--- config.mk ---
export PLATFORM = sky130hd
export DESIGN_NAME = pe_gen
export DESIGN_NICKNAME = d
export VERILOG_FILES = /design/src/rtl/pe_gen_pkg.sv /design/src/rtl/pe_gen_next.sv /design/src/rtl/pe_gen.sv
export SDC_FILE = /design/constraint.sdc
export NUM_CORES = 1
export LEC_CHECK = 0
export ABC_AREA = 0
export BUFFER_PORTS_ARGS = -buffer_cell sky130_fd_sc_hd__buf_2
export CORE_MARGIN = 5
export CORE_UTILIZATION = 54
export CTS_CLUSTER_SIZE = 8
export DETAILED_ROUTE_END_ITERATION = 8
export PLACE_DENSITY = 0.87
export SETUP_SLACK_MARGIN = 0.15
export SLEW_MARGIN = 10
export SYNTH_ARGS = -nofsm -noshare
export SYNTH_HDL_FRONTEND = slang
export SYNTH_SLANG_ARGS = --single-unit
export TNS_END_PERCENT = 5
--- constraint.sdc ---
create_clock -name clk -period 4.72 [get_ports clk]
set_input_delay 0.236 -clock clk [delete_from_list [all_inputs] [get_ports clk]]
set_output_delay 0.236 -clock clk [all_outputs]
set_load 0.005 [all_outputs]
--- src/rtl/pe_gen_pkg.sv ---
// Shared definitions for the Generations-family cell PE: command codes,
// cell-state constants, rule-bus layout and the default Conway masks.
package pe_gen_pkg;

    // Broadcast command bus encoding; codes 6 and 7 are treated as NOP.
    typedef enum logic [2:0] {
        CMD_NOP       = 3'd0,
        CMD_PROCESS   = 3'd1,
        CMD_READ      = 3'd2,
        CMD_WRITE     = 3'd3,
        CMD_LOAD_RULE = 3'd4,
        CMD_CLEAR     = 3'd5
    } pe_cmd_e;

    // What the age counter does on the coming clock edge.
    typedef enum logic [1:0] {
        AGE_HOLD  = 2'd0,
        AGE_CLEAR = 2'd1,
        AGE_INC   = 2'd2
    } pe_age_op_e;

    // Fixed cell-state codes; codes 2..N_STATES-1 are dying stages.
    localparam int PE_STATE_DEAD = 0;
    localparam int PE_STATE_LIVE = 1;

    // Rule bus layout: {survive[8:0], birth[8:0]}, each mask indexed by count.
    localparam int RULE_MASK_W      = 9;
    localparam int RULE_BIRTH_LSB   = 0;
    localparam int RULE_SURVIVE_LSB = 9;
    localparam int RULE_W           = 2 * RULE_MASK_W;

    // Conway's Life, B3/S23.
    localparam logic [RULE_MASK_W-1:0] PE_RST_BIRTH   = 9'b000001000;
    localparam logic [RULE_MASK_W-1:0] PE_RST_SURVIVE = 9'b000001100;

endpackage

--- src/rtl/pe_gen_next.sv ---
// Combinational next-state and age-action logic for one Generations cell.
// Kept free of registers so an array-level reference model can reuse it.
module pe_gen_next
    import pe_gen_pkg::*;
#(
    parameter int N_STATES   = 2,
    parameter int STATE_BITS = $clog2(N_STATES)
) (
    input  logic [STATE_BITS-1:0]  state,
    input  logic [3:0]             count,
    input  logic [RULE_MASK_W-1:0] birth,
    input  logic [RULE_MASK_W-1:0] survive,
    input  pe_cmd_e                cmd,
    input  logic                   sel,
    input  logic [STATE_BITS-1:0]  state_in,
    output logic [STATE_BITS-1:0]  nstate,
    output pe_age_op_e             age_op
);

    localparam logic [STATE_BITS-1:0] ST_DEAD = STATE_BITS'(PE_STATE_DEAD);
    localparam logic [STATE_BITS-1:0] ST_LIVE = STATE_BITS'(PE_STATE_LIVE);
    // A LIVE cell that fails survival enters the first dying stage, or dies
    // outright in a plain two-state automaton.
    localparam logic [STATE_BITS-1:0] ST_AFTER_LIVE =
        (N_STATES > 2) ? STATE_BITS'(2) : ST_DEAD;
    localparam logic [STATE_BITS-1:0] ST_LAST = STATE_BITS'(N_STATES - 1);

    logic was_live;
    logic is_live;

    // Rule evaluation: birth/survive for DEAD/LIVE, unconditional decay otherwise.
    // NOTE: every output gets a default first so no path can infer a latch.
    always_comb begin
        nstate = state;
        unique case (cmd)
            CMD_PROCESS: begin
                if (state == ST_DEAD) begin
                    if (birth[count]) nstate = ST_LIVE;
                end else if (state == ST_LIVE) begin
                    if (!survive[count]) nstate = ST_AFTER_LIVE;
                end else begin
                    nstate = (state == ST_LAST) ? ST_DEAD : state + STATE_BITS'(1);
                end
            end
            CMD_WRITE: begin
                if (sel) begin
                    nstate = (int'(state_in) >= N_STATES) ? ST_DEAD : state_in;
                end
            end
            default: ;
        endcase
    end

    assign was_live = (state == ST_LIVE);
    assign is_live  = (nstate == ST_LIVE);

    // Age action: cleared on writes and LIVE boundary crossings, counts LIVE-held generations.
    always_comb begin
        age_op = AGE_HOLD;
        if (cmd == CMD_WRITE && sel) begin
            age_op = AGE_CLEAR;
        end else if (was_live != is_live) begin
            age_op = AGE_CLEAR;
        end else if (cmd == CMD_PROCESS && was_live) begin
            age_op = AGE_INC;
        end
    end

endmodule

--- src/rtl/pe_gen.sv ---
// Generations-family processing element: one cell of the tiled array with a
// run-time rule, multi-stage decay, saturating live age, registered reads and
// a sticky change flag for convergence detection.
module pe_gen
    import pe_gen_pkg::*;
#(
    parameter int                     N_STATES    = 2,
    parameter int                     STATE_BITS  = $clog2(N_STATES),
    parameter int                     AGE_BITS    = 8,
    parameter logic [RULE_MASK_W-1:0] RST_BIRTH   = PE_RST_BIRTH,
    parameter logic [RULE_MASK_W-1:0] RST_SURVIVE = PE_RST_SURVIVE
) (
    input  logic                           clk,
    input  logic                           rst,
    input  logic                           rsel,
    input  logic                           csel,
    input  logic [2:0]                     cmd,
    input  logic [STATE_BITS-1:0]          state_in,
    input  logic [RULE_W-1:0]              rule_in,
    input  logic                           w_i,
    input  logic                           e_i,
    input  logic                           n_i,
    input  logic                           s_i,
    input  logic                           nw_i,
    input  logic                           ne_i,
    input  logic                           sw_i,
    input  logic                           se_i,
    output logic                           status_out,
    output logic [AGE_BITS+STATE_BITS-1:0] state_out,
    output logic                           rd_valid,
    output logic                           active,
    output logic                           changed
);

    localparam int RD_W = AGE_BITS + STATE_BITS;

    pe_cmd_e                cmd_w;
    logic                   sel;
    logic [3:0]             count;
    logic [STATE_BITS-1:0]  nstate;
    pe_age_op_e             age_op;
    logic                   moving;

    logic [STATE_BITS-1:0]  state_q,   state_d;
    logic [AGE_BITS-1:0]    age_q,     age_d;
    logic [RULE_MASK_W-1:0] birth_q,   birth_d;
    logic [RULE_MASK_W-1:0] survive_q, survive_d;
    logic [RD_W-1:0]        rd_data_q, rd_data_d;
    logic                   rd_valid_q, rd_valid_d;
    logic                   changed_q, changed_d;

    // Codes 6/7 are not enum members and fall through to the NOP defaults.
    assign cmd_w = pe_cmd_e'(cmd);
    assign sel   = rsel & csel;
    assign count = 4'(w_i) + 4'(e_i) + 4'(n_i) + 4'(s_i)
                 + 4'(nw_i) + 4'(ne_i) + 4'(sw_i) + 4'(se_i);

    pe_gen_next #(
        .N_STATES   (N_STATES),
        .STATE_BITS (STATE_BITS)
    ) u_next (
        .state    (state_q),
        .count    (count),
        .birth    (birth_q),
        .survive  (survive_q),
        .cmd      (cmd_w),
        .sel      (sel),
        .state_in (state_in),
        .nstate   (nstate),
        .age_op   (age_op)
    );

    // Held low in reset so the array never sees a phantom change while the cell is forced DEAD.
    assign moving = rst && (nstate != state_q);

    // Next values for every register in the cell.
    always_comb begin
        state_d    = nstate;
        age_d      = age_q;
        birth_d    = birth_q;
        survive_d  = survive_q;
        rd_data_d  = '0;
        rd_valid_d = 1'b0;
        changed_d  = changed_q | moving;

        unique case (age_op)
            AGE_CLEAR: age_d = '0;
            AGE_INC:   age_d = (age_q == '1) ? age_q : age_q + AGE_BITS'(1);
            default:   ;
        endcase

        if (cmd_w == CMD_LOAD_RULE) begin
            birth_d   = rule_in[RULE_BIRTH_LSB   +: RULE_MASK_W];
            survive_d = rule_in[RULE_SURVIVE_LSB +: RULE_MASK_W];
        end

        if (cmd_w == CMD_READ && sel) begin
            rd_data_d  = {age_q, state_q};
            rd_valid_d = 1'b1;
        end

        // CLEAR never alters the state, so it cannot race a change in the same cycle.
        if (cmd_w == CMD_CLEAR) changed_d = 1'b0;
    end

    // Cell registers; reset returns the cell to DEAD with the default rule.
    // NOTE: sequential state uses non-blocking assignments only, so every flop samples pre-edge values.
    always_ff @(posedge clk or negedge rst) begin
        if (!rst) begin
            state_q    <= STATE_BITS'(PE_STATE_DEAD);
            age_q      <= '0;
            birth_q    <= RST_BIRTH;
            survive_q  <= RST_SURVIVE;
            rd_data_q  <= '0;
            rd_valid_q <= 1'b0;
            changed_q  <= 1'b0;
        end else begin
            state_q    <= state_d;
            age_q      <= age_d;
            birth_q    <= birth_d;
            survive_q  <= survive_d;
            rd_data_q  <= rd_data_d;
            rd_valid_q <= rd_valid_d;
            changed_q  <= changed_d;
        end
    end

    assign status_out = (state_q == STATE_BITS'(PE_STATE_LIVE));
    assign state_out  = rd_data_q;
    assign rd_valid   = rd_valid_q;
    assign active     = moving;
    assign changed    = changed_q;

endmodule
==> reports/metrics.cfg <==
[status]
outcome = complete, no violations

[yosys]
ys_async_sr_fraction_pct = 100
synth-edff-count = 0
synth_top_area_cell = dfrtp_1
ys.flop_type = dfrtp_1
synth.avg_cell_area_um2 = 10.6
syn_area_um2 = 2130
synth_seq_cells = 38
netlist_top_cells_area = dfrtp_1 41%, mux2_2 10%, inv_1 4.6%
synth_cell_types = 48
ys_top_cells_by_count = 35 x dfrtp_1, 26 x inv_1, 19 x mux2_2, 15 x nand3_1, 10 x nand2_1
yosysWarnings = 0
synthCells = 200
synthMostInstantiatedCell = dfrtp_1
seq_area_frac_synth_pct = 44.9
syn-num-nets = 242
synth_top_area_share_pct = 41.2

[die]
die_x_um = 72.7
core_um2 = 3740
initial_core_util_pct = 56.8
fp.dieH_um = 72.7
die-area_um2 = 5290
num_rows = 22
ios = 47

[clock_tree]
cts.clk_slew.worst_paths_ps = 70
ctsResizeCount = 0
cts_buffers = 5
clock_latency_ps = 290
cts_setup_buffers = 0
clkSinkCount = 38
clk_path_buf_depth = 2
cts-hold-fix-buffers = 0
cts_max_level = 2
cts_tree = yes
root_buffer = clkbuf_8

[final_layout]
fin_area_um2 = 2480
area_delta_synth_final_pct = 16.8
final_core_util_pct = 66.3
final_cells = 297
ff_latch_area_um2 = 955
drive_gt1_share_pct = 34.9
diodes = 0
layout.nets = 290
multiInputGateArea_um2 = 1050
fill_cells = 293

[timing]
max_slew_margin_pct = 44.5
fin_skew_ps = 3.65
drv_slew = 0
tightestPinTransition_ps = 833
final.setup.tns_ps = 0
post-route-period-util_pct = 90.9
finalSetupViolCount = 0
holdWs_ps = 42.1
period_needed_ps = 4290
fmax_mhz = 233
rsz0062_at_grt = no
hold_viol = 0
setup_slack_ps = 430

[critical_path]
crit_type = in -> out
crit_arrival_ps = 4050
crit_family = adder cells
path_max_fanout = 9
cp_slowest_cell = fa_2
cp_cell_sequence = buf_2, inv_1, fa_1, fa_1, fa_1, inv_1, ha_1, inv_1, fa_2, mux2i_1, nand3_1, and4_4, a32o_1, a221oi_2, buf_2
critPathMaxStageDelay_ps = 700
cp-start-kind = primary input
required_ps = 4480
crit_buf_inv = 5
cp-end-kind = output port

[route]
drc = 0
wire_per_inst_um = 14.7
wirelength_mm = 4.36
first_pass_iters = 4
ant_nets = 0
num_vias = 1680
drtIter0Drc = 118
vias_per_cell = 5.66

[global_route]
overflow = 0
grt_pass1_wl_mm = 7.40
grt_max_degree = 40
grt_antenna_before_repair = 0
grt_pass1_vias = 1670
track_usage_pct = 17.8

[power_and_ir_drop]
total_power_mw = 1.06
powerDensity_nw_per_um2 = 428
leakagePower_nw = 1.17
max-vdd-ir-drop_uv = 212

[place]
placedCellCount = 289
place_hpwl_mm = 3.26
gp_congestion = 0.810
placed_cell_area_um2 = 2400
dp_slack_ps = 294
port_buffers = 46

[hold_path]
hold_class = in -> async

[flow_run]
cap_violations = 0

[routing by layer]
metal | up-vias | share of wire, % | track usage (%)
met1 | 780 | 44 | 23.3
met2 | 75 | 45 | 28.0
met4 | 0 | 2.3 | 8.20
met5 | - | 0 | 0
li1 | 814 | - | -
met3 | 11 | 8.4 | 4.27
[state kept, by name, summed over array words and instances (netlist names)]
| register | cells |
|---|---|
| survive_q | 9 |
| birth_q | 9 |
| changed | 1 |
| state_out | 9 |
| age_q | 8 |
| status_out | 1 |
| rd_valid | 1 |
[cell usage in the layout, fill, tap and decap left out, drive strengths merged, types with 2 or more instances in the layout]
cell type,count
mux2i,9
a32o,2
buf,47
dfrtp,35
nor2,9
a21oi,6
clkbuf,6
o211ai,2
nor3b,3
dfstp,3
nand3,15
fa,4
mux2,19
nor3,3
ha,4
nand2,10
nor4,8
inv,26
o21ai,3
or3,3
o221ai,3
clkinv,2
o22ai,4
xnor2,2
and2,2
[report_power, final]
group	internal [mW]	leakage [nW]	switching, mW
logic	0.187	0.643	0.219
registers	0.391	0.481	0.0531
clock network	0.102	0.0450	0.109
total	0.681	1.17	0.380
[layout make-up]
| class | instances | share of cell area, % |
|---|---|---|
| multi-input combinational | 130 | 42.3 |
| sequential | 38 | 38.5 |
| timing repair buffer | 47 | 9.58 |
| inverter | 26 | 3.93 |
| clock buffer | 6 | 2.92 |
| tap | 48 | 2.42 |
| clock inverter | 2 | 0.403 |
[final timing paths]
check | end | cells after the start | startpoint | slack (ps)
max in group asynchronous | age_q[3] | 1 | rst | 4150
max | active | 15 | w_i | 430
max reg2reg | age_q[4] | 6 | status_out | 2570
min reg2reg | birth_q[5] | 1 | birth_q[5] | 510
min | birth_q[1] | 1 | rst | 40
min in group clk | birth_q[2] | 2 | rule_in[2] | 170
[cells by family after synthesis]
logic type / after synthesis / synth area share [%]
simple gates: 62 / 16.2
buf+inv: 32 / 6.06
fa+ha+maj: 8 / 6.12
mux: 28 / 14.3
compound gates: 29 / 10.8
xor+xnor: 3 / 1.59
flops: 38 / 44.9
No activity file was read; power rests on OpenSTA's default activity.
